--- src/rtl/fetch_unit_if.sv ---
// fetch_unit_if: request, memory and result signals of the instruction fetch
// unit. The fetch unit connects through the master modport; the requesting
// core plus byte-wide memory sit on the slave side.
interface fetch_unit_if #(
    parameter int ADDR_WIDTH = 8,
    parameter int INST_BYTES = 2
);
    logic                    en;
    logic [ADDR_WIDTH-1:0]   pc;
    logic                    flush;
    logic [7:0]              data_in;
    logic                    mem_ready;
    logic [ADDR_WIDTH-1:0]   addr;
    logic                    mem_req;
    logic [8*INST_BYTES-1:0] inst_out;
    logic                    ready;
    logic                    hit;

    modport master (
        input  en, pc, flush, data_in, mem_ready,
        output addr, mem_req, inst_out, ready, hit
    );

    modport slave (
        output en, pc, flush, data_in, mem_ready,
        input  addr, mem_req, inst_out, ready, hit
    );
endinterface

--- src/rtl/fetch_unit.sv ---
// fetch_unit: fetches INST_BYTES-byte instructions from a byte-wide memory,
// one byte per request, most significant byte at pc. An optional
// direct-mapped instruction cache is included when the macro
// FETCH_ICACHE_EN is defined; without it every lookup misses and hit stays 0.
module fetch_unit #(
    parameter int ADDR_WIDTH  = 8,
    parameter int INST_BYTES  = 2,
    parameter int CACHE_CELLS = 8
) (
    input  logic         clk,
    input  logic         rst_n,
    fetch_unit_if.master bus
);
    localparam int IDX_W = $clog2(CACHE_CELLS);
    localparam int TAG_W = ADDR_WIDTH - IDX_W;
    localparam int KW    = (INST_BYTES > 1) ? $clog2(INST_BYTES) : 1;
    localparam int W     = 8 * INST_BYTES;
    localparam logic [KW-1:0] K_LAST = KW'(INST_BYTES - 1);

    typedef enum logic [2:0] {
        IDLE,
        LOOKUP,
        ISSUE,
        MEM,
        DONE
    } state_t;

    state_t                state_q;
    logic [ADDR_WIDTH-1:0] pc_q;
    logic [ADDR_WIDTH-1:0] addr_q;
    logic [KW-1:0]         k_q;
    logic                  mem_req_q;
    logic [W-1:0]          inst_q;
    logic                  ready_q;
    logic                  hit_q;

    logic                  lookup_hit;
    logic [W-1:0]          lookup_word;
    logic                  last_beat;

    assign last_beat = (k_q == K_LAST);

`ifdef FETCH_ICACHE_EN
    logic [CACHE_CELLS-1:0] valid_q;
    logic [TAG_W-1:0]       tag_mem [CACHE_CELLS];
    logic [W-1:0]           data_mem [CACHE_CELLS];
    logic [TAG_W-1:0]       rd_tag_q;
    logic [W-1:0]           rd_word_q;
    logic [IDX_W-1:0]       pc_idx;
    logic [IDX_W-1:0]       cur_idx;
    logic [TAG_W-1:0]       cur_tag;
    logic                   fill_we;
    logic [W-1:0]           fill_word;

    assign pc_idx  = bus.pc[IDX_W-1:0];
    assign cur_idx = pc_q[IDX_W-1:0];
    assign cur_tag = pc_q[ADDR_WIDTH-1:IDX_W];

    // The fill happens on the final accepted byte of a fetch that is not
    // being aborted; reset in the same cycle suppresses it.
    assign fill_we = rst_n && (state_q == MEM) && bus.en && bus.mem_ready && last_beat;

    // Final byte lands in the least significant lane, so the stored word is
    // the assembled upper bytes plus the byte arriving now.
    always_comb begin
        fill_word      = inst_q;
        fill_word[7:0] = bus.data_in;
    end

    // Valid bits: cleared by reset or flush (flush beats a coincident fill).
    always_ff @(posedge clk) begin
        if (!rst_n || bus.flush) begin
            valid_q <= '0;
        end else if (fill_we) begin
            valid_q[cur_idx] <= 1'b1;
        end
    end

    // Tag/data storage with registered read, read as the request is latched.
    always_ff @(posedge clk) begin
        if (fill_we) begin
            tag_mem[cur_idx]  <= cur_tag;
            data_mem[cur_idx] <= fill_word;
        end
        if (state_q == IDLE && bus.en) begin
            rd_tag_q  <= tag_mem[pc_idx];
            rd_word_q <= data_mem[pc_idx];
        end
    end

    // A flush seen during lookup forces a miss.
    assign lookup_hit  = valid_q[cur_idx] && (rd_tag_q == cur_tag) && !bus.flush;
    assign lookup_word = rd_word_q;
`else
    assign lookup_hit  = 1'b0;
    assign lookup_word = '0;
`endif

    // Fetch sequencer with registered outputs; en low mid-fetch aborts.
    always_ff @(posedge clk) begin
        if (!rst_n) begin
            state_q   <= IDLE;
            pc_q      <= '0;
            addr_q    <= '0;
            k_q       <= '0;
            mem_req_q <= 1'b0;
            inst_q    <= '0;
            ready_q   <= 1'b0;
            hit_q     <= 1'b0;
        end else begin
            case (state_q)
                IDLE: begin
                    if (bus.en) begin
                        pc_q    <= bus.pc;
                        k_q     <= '0;
                        state_q <= LOOKUP;
                    end
                end
                LOOKUP: begin
                    if (!bus.en) begin
                        state_q <= IDLE;
                    end else if (lookup_hit) begin
                        inst_q  <= lookup_word;
                        hit_q   <= 1'b1;
                        ready_q <= 1'b1;
                        state_q <= DONE;
                    end else begin
                        addr_q    <= pc_q;
                        mem_req_q <= 1'b1;
                        state_q   <= MEM;
                    end
                end
                ISSUE: begin
                    if (!bus.en) begin
                        state_q <= IDLE;
                    end else begin
                        addr_q    <= pc_q + ADDR_WIDTH'(k_q);
                        mem_req_q <= 1'b1;
                        state_q   <= MEM;
                    end
                end
                MEM: begin
                    if (!bus.en) begin
                        mem_req_q <= 1'b0;
                        state_q   <= IDLE;
                    end else if (bus.mem_ready) begin
                        mem_req_q <= 1'b0;
                        for (int b = 0; b < INST_BYTES; b++) begin
                            if (k_q == KW'(b)) begin
                                inst_q[8*(INST_BYTES-1-b) +: 8] <= bus.data_in;
                            end
                        end
                        if (last_beat) begin
                            hit_q   <= 1'b0;
                            ready_q <= 1'b1;
                            state_q <= DONE;
                        end else begin
                            k_q     <= k_q + 1'b1;
                            state_q <= ISSUE;
                        end
                    end
                end
                DONE: begin
                    if (!bus.en) begin
                        ready_q <= 1'b0;
                        hit_q   <= 1'b0;
                        state_q <= IDLE;
                    end
                end
                default: state_q <= IDLE;
            endcase
        end
    end

    assign bus.addr     = addr_q;
    assign bus.mem_req  = mem_req_q;
    assign bus.inst_out = inst_q;
    assign bus.ready    = ready_q;
    assign bus.hit      = hit_q;
endmodule
--- src/flat_wrapper.sv ---
// flat-port wrapper written by rule: the top's interface ports become plain ports
module fetch_unit_flat 
#(
    parameter int ADDR_WIDTH  = 8,
    parameter int INST_BYTES  = 2,
    parameter int CACHE_CELLS = 8
)
  (clk, rst_n, bus_en, bus_pc, bus_flush, bus_data_in, bus_mem_ready, bus_addr, bus_mem_req, bus_inst_out, bus_ready, bus_hit);
  fetch_unit_if #(.ADDR_WIDTH(ADDR_WIDTH), .INST_BYTES(INST_BYTES)) bus_i ();
  input  logic clk;
  input  logic rst_n;
  input wire logic [$bits(bus_i.en)-1:0] bus_en;
  input wire logic [$bits(bus_i.pc)-1:0] bus_pc;
  input wire logic [$bits(bus_i.flush)-1:0] bus_flush;
  input wire logic [$bits(bus_i.data_in)-1:0] bus_data_in;
  input wire logic [$bits(bus_i.mem_ready)-1:0] bus_mem_ready;
  output wire logic [$bits(bus_i.addr)-1:0] bus_addr;
  output wire logic [$bits(bus_i.mem_req)-1:0] bus_mem_req;
  output wire logic [$bits(bus_i.inst_out)-1:0] bus_inst_out;
  output wire logic [$bits(bus_i.ready)-1:0] bus_ready;
  output wire logic [$bits(bus_i.hit)-1:0] bus_hit;
  assign bus_i.en = bus_en;
  assign bus_i.pc = bus_pc;
  assign bus_i.flush = bus_flush;
  assign bus_i.data_in = bus_data_in;
  assign bus_i.mem_ready = bus_mem_ready;
  assign bus_addr = bus_i.addr;
  assign bus_mem_req = bus_i.mem_req;
  assign bus_inst_out = bus_i.inst_out;
  assign bus_ready = bus_i.ready;
  assign bus_hit = bus_i.hit;
  fetch_unit #(.ADDR_WIDTH(ADDR_WIDTH), .INST_BYTES(INST_BYTES), .CACHE_CELLS(CACHE_CELLS)) u_core (.clk(clk), .rst_n(rst_n), .bus(bus_i));
endmodule
--- config.mk ---
export PLATFORM = sky130hd
export DESIGN_NAME = fetch_unit_flat
export DESIGN_NICKNAME = d
export VERILOG_FILES = /design/src/rtl/fetch_unit_if.sv /design/src/rtl/fetch_unit.sv /design/src/flat_wrapper.sv
export SDC_FILE = /design/constraint.sdc
export NUM_CORES = 1
export LEC_CHECK = 0
export CAP_MARGIN = 20
export CORE_MARGIN = 5
export CORE_UTILIZATION = 51
export DETAILED_ROUTE_END_ITERATION = 8
export HOLD_SLACK_MARGIN = 0.15
export PLACE_DENSITY_LB_ADDON = 0.1
export SLEW_MARGIN = 25
export SYNTH_ARGS = -nofsm -noshare
export SYNTH_HDL_FRONTEND = slang
export SYNTH_SLANG_ARGS = --single-unit
--- constraint.sdc ---
create_clock -name clk -period 4.6 [get_ports clk]
set_input_delay 0.92 -clock clk [delete_from_list [all_inputs] [get_ports clk]]
set_output_delay 0.92 -clock clk [all_outputs]
set_load 0.02 [all_outputs]
==> out/qor.yml, run 1 <==
dpl-instance-area_um2: 2160
multi_input_area_um2: 881
criticalPathCategory: "input port to flop"
cts_tree: "done"
syn_avg_cell_area_um2: 8.80
path_cells: "clkdlybuf4s50_1 -> and2b_1 -> and2_1 -> a311oi_1"
cts.sinks: 38
grt_max_degree: 37
synth_area_leader_cell: "dfxtp_1"
async_reset_ff_frac: 0
slowest_stage: "and2b_1"
setup_tns_ns: 0
final_nets: 255
final_max_slew_viol_count: 0
setup_viol: 0
stdcell_count: 278
syn-instance-count: 200
worst_pin_slew_ns: 0.885
cts_resized: 0
yosysMostFrequentCell: "dfxtp_1"
vias_per_cell: 5.82
synth_edf_count: 0
p_leak_nw: 0.712
critPathTopFamily: "simple AND/OR/NAND/NOR gates"
first_pass_iters: 4
path_clk_slew_ns: 0.11
final_area_um2: 2250
die_h_um: 68.7
core_um2: 3340
cts-root-buf: "clkbuf_4"
ir_drop_uv: 195
antenna_left: 0
syn-cell-area_um2: 1760
rsz0062_at_grt: "false"
dieArea_um2: 4720
min_period_over_period: 0.547
synth-seq-cells: 38
start_util: 0.527
drc_errors: 0
cts_hold_buf: 0
dp.cells: 271
synthTopCellsByArea: "dfxtp_1 (43%), a21oi_1 (9.7%), o31ai_1 (8.1%), nand4_1 (6.0%), nand2_1 (4.5%)"
syn-num-nets: 223
crit_buf_inv: 1
route.vias.total: 1618
regArea_um2: 761
gr-total-overflow: 0
cp_data_arrival_time_ns: 2.72
gp_congestion: 0.822
path_max_fanout: 28
hold_path_class: "flop to flop"
drive_gt1_frac: 0.0560
final_util: 0.673
dp_hpwl_um: 3000
ys_warn_count: 0
power.density_nw_per_um2: 293
max_stage_delay_ns: 0.69
rows: 21
post_drt_wl_per_cell_um: 15.1
antenna_found_initial: 0
post_cts_buffers: 0
cts_buffers: 5
ys_types: 39
clockBufferDepth: 2
final_hold_viol_count: 0
critPathLaunchType: "input port"
synthToLayoutAreaGrowth_pct: 27.7
diodes: 0
cap_viol_max_count: 0
grt_usage: 0.196
grt_pass1_wl_um: 6930
cts_max_level: 2
routed_wl_um: 4190
insertion_delay_ns: 0.34
end_kind: "flop"
cp_data_required_time_ns: 4.80
synth_ff_type: "dfxtp_1"
die_x_um: 68.7
max_freq_mhz: 397
final.fill_count: 302
grt_pass1_vias: 1481
skew_ns: 0.00852
io_buffers: 45
io_pins: 48
fin_crit_ns: 2.52
maxSlewHeadroom: 0.406
synth_top_area_frac: 0.432
ys_seq_area_frac: 0.432
outcome: "finished, final reports clean"
netlist_top_cells_count: "dfxtp_1 (38), a21oi_1 (34), nand2_1 (21)"
drt_iter0_markers: 120
## cells by family (layout without fill, tap and decap cells)
family                     count (synthesis)  after routing  synth area share
AOI/OAI and AO/OA                         70             70             0.250
DFF                                       38             38             0.432
other                                      1              1           0.00213
and+or+nand+nor                           61             61             0.213
muxes                                      2              2            0.0114
xor gates and xnor gates                   2              2           0.00996
buffers and inverters                     24             56            0.0669
adders and majority gates                  2              2            0.0142
## flip-flops by register name, indices dropped and copies added, names as in the netlist
signal	flops
u_core.bus.addr	8
u_core.k_q	1
u_core.pc_q	8
u_core.bus.inst_out	16
u_core.state_q	3
u_core.bus.ready	1
u_core.bus.mem_req	1
## layout by cell type, fill, tap and decap left out, drive strengths merged, types with 4 or more instances in the layout
master and n:
o31ai 19, a311oi 6, a211oi 5, nand4 17
nand2 21, clkbuf 6, dfxtp 38, a21oi 34
o21ai 4, clkdlybuf4s50 45
## power breakdown
group,switching [mW],internal (mW),leakage (nW)
logic,0.0406,0.0365,0.358
clock network,0.104,0.127,0.0443
registers,0.0107,0.339,0.309
## metrics by stage
step	hold WS [ns]	total power [mW]	worst slack, ns
detailed placement	0.461	0.435	1.70
global placement	0.457	0.433	1.75
floorplan	0.445	0.400	2.78
global route	0.500	0.689	1.93
CTS	0.481	0.664	2.08
finish	0.475	0.658	2.08
## layout make-up
type,count,share of cell area
flip-flops and latches,38,0.339
inverters,4,0.00669
clock inverters,1,0.0134
multi-input cells,138,0.392
well taps,46,0.0256
clock buffers,6,0.0228
repair buffers,45,0.201
## per-layer routing
metal | track usage | up-vias | routed length, um
met5 | 0 | - | 0
met1 | 0.271 | 741 | 1990
met4 | 0.0876 | 0 | 54
met2 | 0.290 | 50 | 1900
li1 | - | 820 | -
met3 | 0.0438 | 7 | 251
## tightest hold or removal path: cells and delay by family (launching register included)
kind               cells  cell delay (ns)
DFF                    1             0.32
AOI/OAI and AO/OA      2             0.12
## worst paths after layout
path	cells after the start	from	slack, ns	end
worst max register to register	3	u_core.k_q	2.31	u_core.state_q[2]
worst max-delay path	4	bus_en	2.08	u_core.bus.addr[6]
worst min register to register	2	u_core.bus.inst_out[10]	0.47	u_core.bus.inst_out[10]
worst min-delay path	2	u_core.bus.inst_out[10]	0.47	u_core.bus.inst_out[10]
Note: power is estimated with default switching activity, not from simulation.
==> run 2: changes to the inputs <==
--- a/config.mk
+++ b/config.mk
@@ -7,7 +7,7 @@
 export LEC_CHECK = 0
 export CAP_MARGIN = 20
 export CORE_MARGIN = 5
-export CORE_UTILIZATION = 51
+export CORE_UTILIZATION = 43
 export DETAILED_ROUTE_END_ITERATION = 8
 export HOLD_SLACK_MARGIN = 0.15
 export PLACE_DENSITY_LB_ADDON = 0.1
==> constraint.sdc (replaced) <==
create_clock -name clk -period 2.05 [get_ports clk]
set_input_delay 0.41 -clock clk [delete_from_list [all_inputs] [get_ports clk]]
set_output_delay 0.41 -clock clk [all_outputs]
set_load 0.02 [all_outputs]
==> run 2 against run 1 <==
  * Global-route usage is 1.9 points lower
  * Via count rose by 6.2%
  * Critical endpoint is now u_core.bus.addr[4]
  * Clock skew down 0.0036 ns
  * Sequential share of layout area shrank 1.7 points
  * Highest routed layer unchanged
  * Wire length increased by 8.4%
  * Total power increased by 140%
==> out/qor.yml, run 2 (same netlist as run 1, synthesis figures left out) <==
io_buffers: 45  # unchanged
p_leak_nw: 0.778  # was 0.712 nW
r2r_slack_ns: 0.30  # was 2.31 ns
rows: 23  # was 21
post_drt_wl_per_cell_um: 15.5  # was 15.1 um
criticalPathCategory: "flop to flop"  # was input port to flop
drive_gt1_frac: 0.102  # was 0.0560
final_nets: 266  # was 255
clkPwrFrac: 0.378  # was 0.351
die_h_um: 74.0  # was 68.7 um
final_area_um2: 2360  # was 2250 um2
p_seq_frac: 0.502  # was 0.532
p_comb_frac: 0.120  # was 0.117
setup_tns_ns: 0  # unchanged
regArea_um2: 761  # unchanged
hold_depth: 2  # unchanged
cts_resized: 0  # unchanged
power.density_nw_per_um2: 662  # was 293 nW/um2
cts_buffers: 5  # unchanged
final_cell_mix: "clkdlybuf4s50_1 (45), dfxtp_1 (38), a21oi_1 (34)"  # unchanged
final_max_slew_viol_count: 0  # unchanged
vias_per_cell: 5.85  # was 5.82
end_kind: "flop"  # unchanged
hold_path_class: "flop to flop"  # unchanged
cap_viol_max_count: 0  # unchanged
final.fill_count: 366  # was 302
finalPower_mw: 1.56  # was 658 uW
drc_errors: 0  # unchanged
synthToLayoutAreaGrowth_pct: 34.3  # was 27.7%
slowest_stage: "dfxtp_1"  # was and2b_1
fin_crit_ns: 1.75
grt_pass1_wl_um: 7490  # was 6930 um
gp_congestion: 0.795  # was 0.822
first_pass_iters: 5  # was 4
grt_max_degree: 22  # was 37
cp_data_arrival_time_ns: 1.94  # was 2.72 ns
cts_max_level: 2  # unchanged
critPathLaunchType: "flop"  # was input port
post_cts_buffers: 0  # unchanged
cts-root-buf: "clkbuf_8"  # was clkbuf_4
antenna_left: 0  # unchanged
ir_drop_uv: 356  # was 195 uV
cp_data_required_time_ns: 2.25  # was 4.80 ns
dp_hpwl_um: 3210  # was 3000 um
grt_pass1_vias: 1682  # was 1481
max_freq_mhz: 572
reg2regPathDepth: 3  # unchanged
grt_usage: 0.177  # was 0.196
cts_hold_buf: 0  # unchanged
io_pins: 48  # unchanged
diodes: 0  # unchanged
path_clk_slew_ns: 0.07  # was 0.11 ns
path_max_fanout: 12  # was 28
final_common_cell: "clkdlybuf4s50_1"  # unchanged
cts_tree: "done"  # unchanged
insertion_delay_ns: 0.29  # was 0.34 ns
final_hold_viol_count: 0  # unchanged
route.vias.total: 1719  # was 1618
switching_share: 0.237  # was 0.236
max_stage_delay_ns: 0.60  # was 0.69 ns
antenna_found_initial: 0  # unchanged
outcome: "finished, final reports clean"  # unchanged
multi_input_area_um2: 881  # unchanged
clockBufferDepth: 2  # unchanged
internal_power_mw: 1.19  # was 502 uW
routed_wl_um: 4550  # was 4190 um
min_period_over_period: 0.852
gr-total-overflow: 0  # unchanged
die_x_um: 74.0  # was 68.7 um
dieArea_um2: 5470  # was 4720 um2
setup_viol: 0  # unchanged
start_util: 0.443  # was 0.527
drt_iter0_markers: 103  # was 120
skew_ns: 0.00494  # was 0.00852 ns
dpl-instance-area_um2: 2250  # was 2160 um2
cts.sinks: 38  # unchanged
core_um2: 3970  # was 3340 um2
path_cells: "or3b_4 -> or3_1 -> a311oi_1"  # was clkdlybuf4s50_1 -> and2b_1 -> and2_1 -> a311oi_1
switchingPower_uw: 371  # was 156 uW
largest_reg_flops: 16  # unchanged
rsz0062_at_grt: "false"  # unchanged
## run 2: changes by cell type in the layout (fill, tap and decap cells not counted), sizes merged
| cell | before | now |
|---|---|---|
| buf | 0 | 11 |
| bufinv | 1 | 0 |
| clkbuf | 6 | 8 |
## run 2: critical path: cells and delay by family, from the launching register on
kind	cells	cell delay, ns
AO/OA/AOI/OAI	1	0.24
AND/OR/NAND/NOR	2	0.82
flip-flops	1	0.60
## run 2: power groups by stage
stage,sequential (mW),combinational (mW),clock (mW)
2_1_floorplan,0.809,0.0895,0
3_3_place_gp,0.801,0.183,0
3_5_place_dp,0.802,0.187,0
4_1_cts,0.785,0.188,0.610
5_1_grt,0.789,0.204,0.647
6_report,0.786,0.187,0.592
## run 2: worst paths after layout
check	start	end
setup / recovery	u_core.state_q[1]	u_core.bus.addr[4]
hold / removal	u_core.bus.inst_out[1]	u_core.bus.inst_out[1]
setup reg to reg	u_core.state_q[1]	u_core.bus.addr[4]
hold reg to reg	u_core.bus.inst_out[1]	u_core.bus.inst_out[1]
## run 2: stage by stage
step	worst slack (ns)	instances	hold WS, ns	util
floorplan	0.522	200	0.445	-
global placement	0.151	286	0.460	0.567
detailed placement	0.122	286	0.465	0.567
CTS	0.309	294	0.476	0.595
global route	0.209	294	0.506	0.595
finish	0.303	294	0.479	0.595
## run 2: layout make-up
class / instances / share of cell area
clock buffers: 8 / 0.0466
inverters: 4 / 0.00636
multi-input cells: 138 / 0.373
flip-flops and latches: 38 / 0.322
well taps: 50 / 0.0265
repair buffers: 56 / 0.226
## run 2: per-layer routing
metal	wire [um]	GRT usage
met5	0	0
met4	74	0.0825
met3	342	0.0500
met2	2220	0.291
met1	1910	0.214
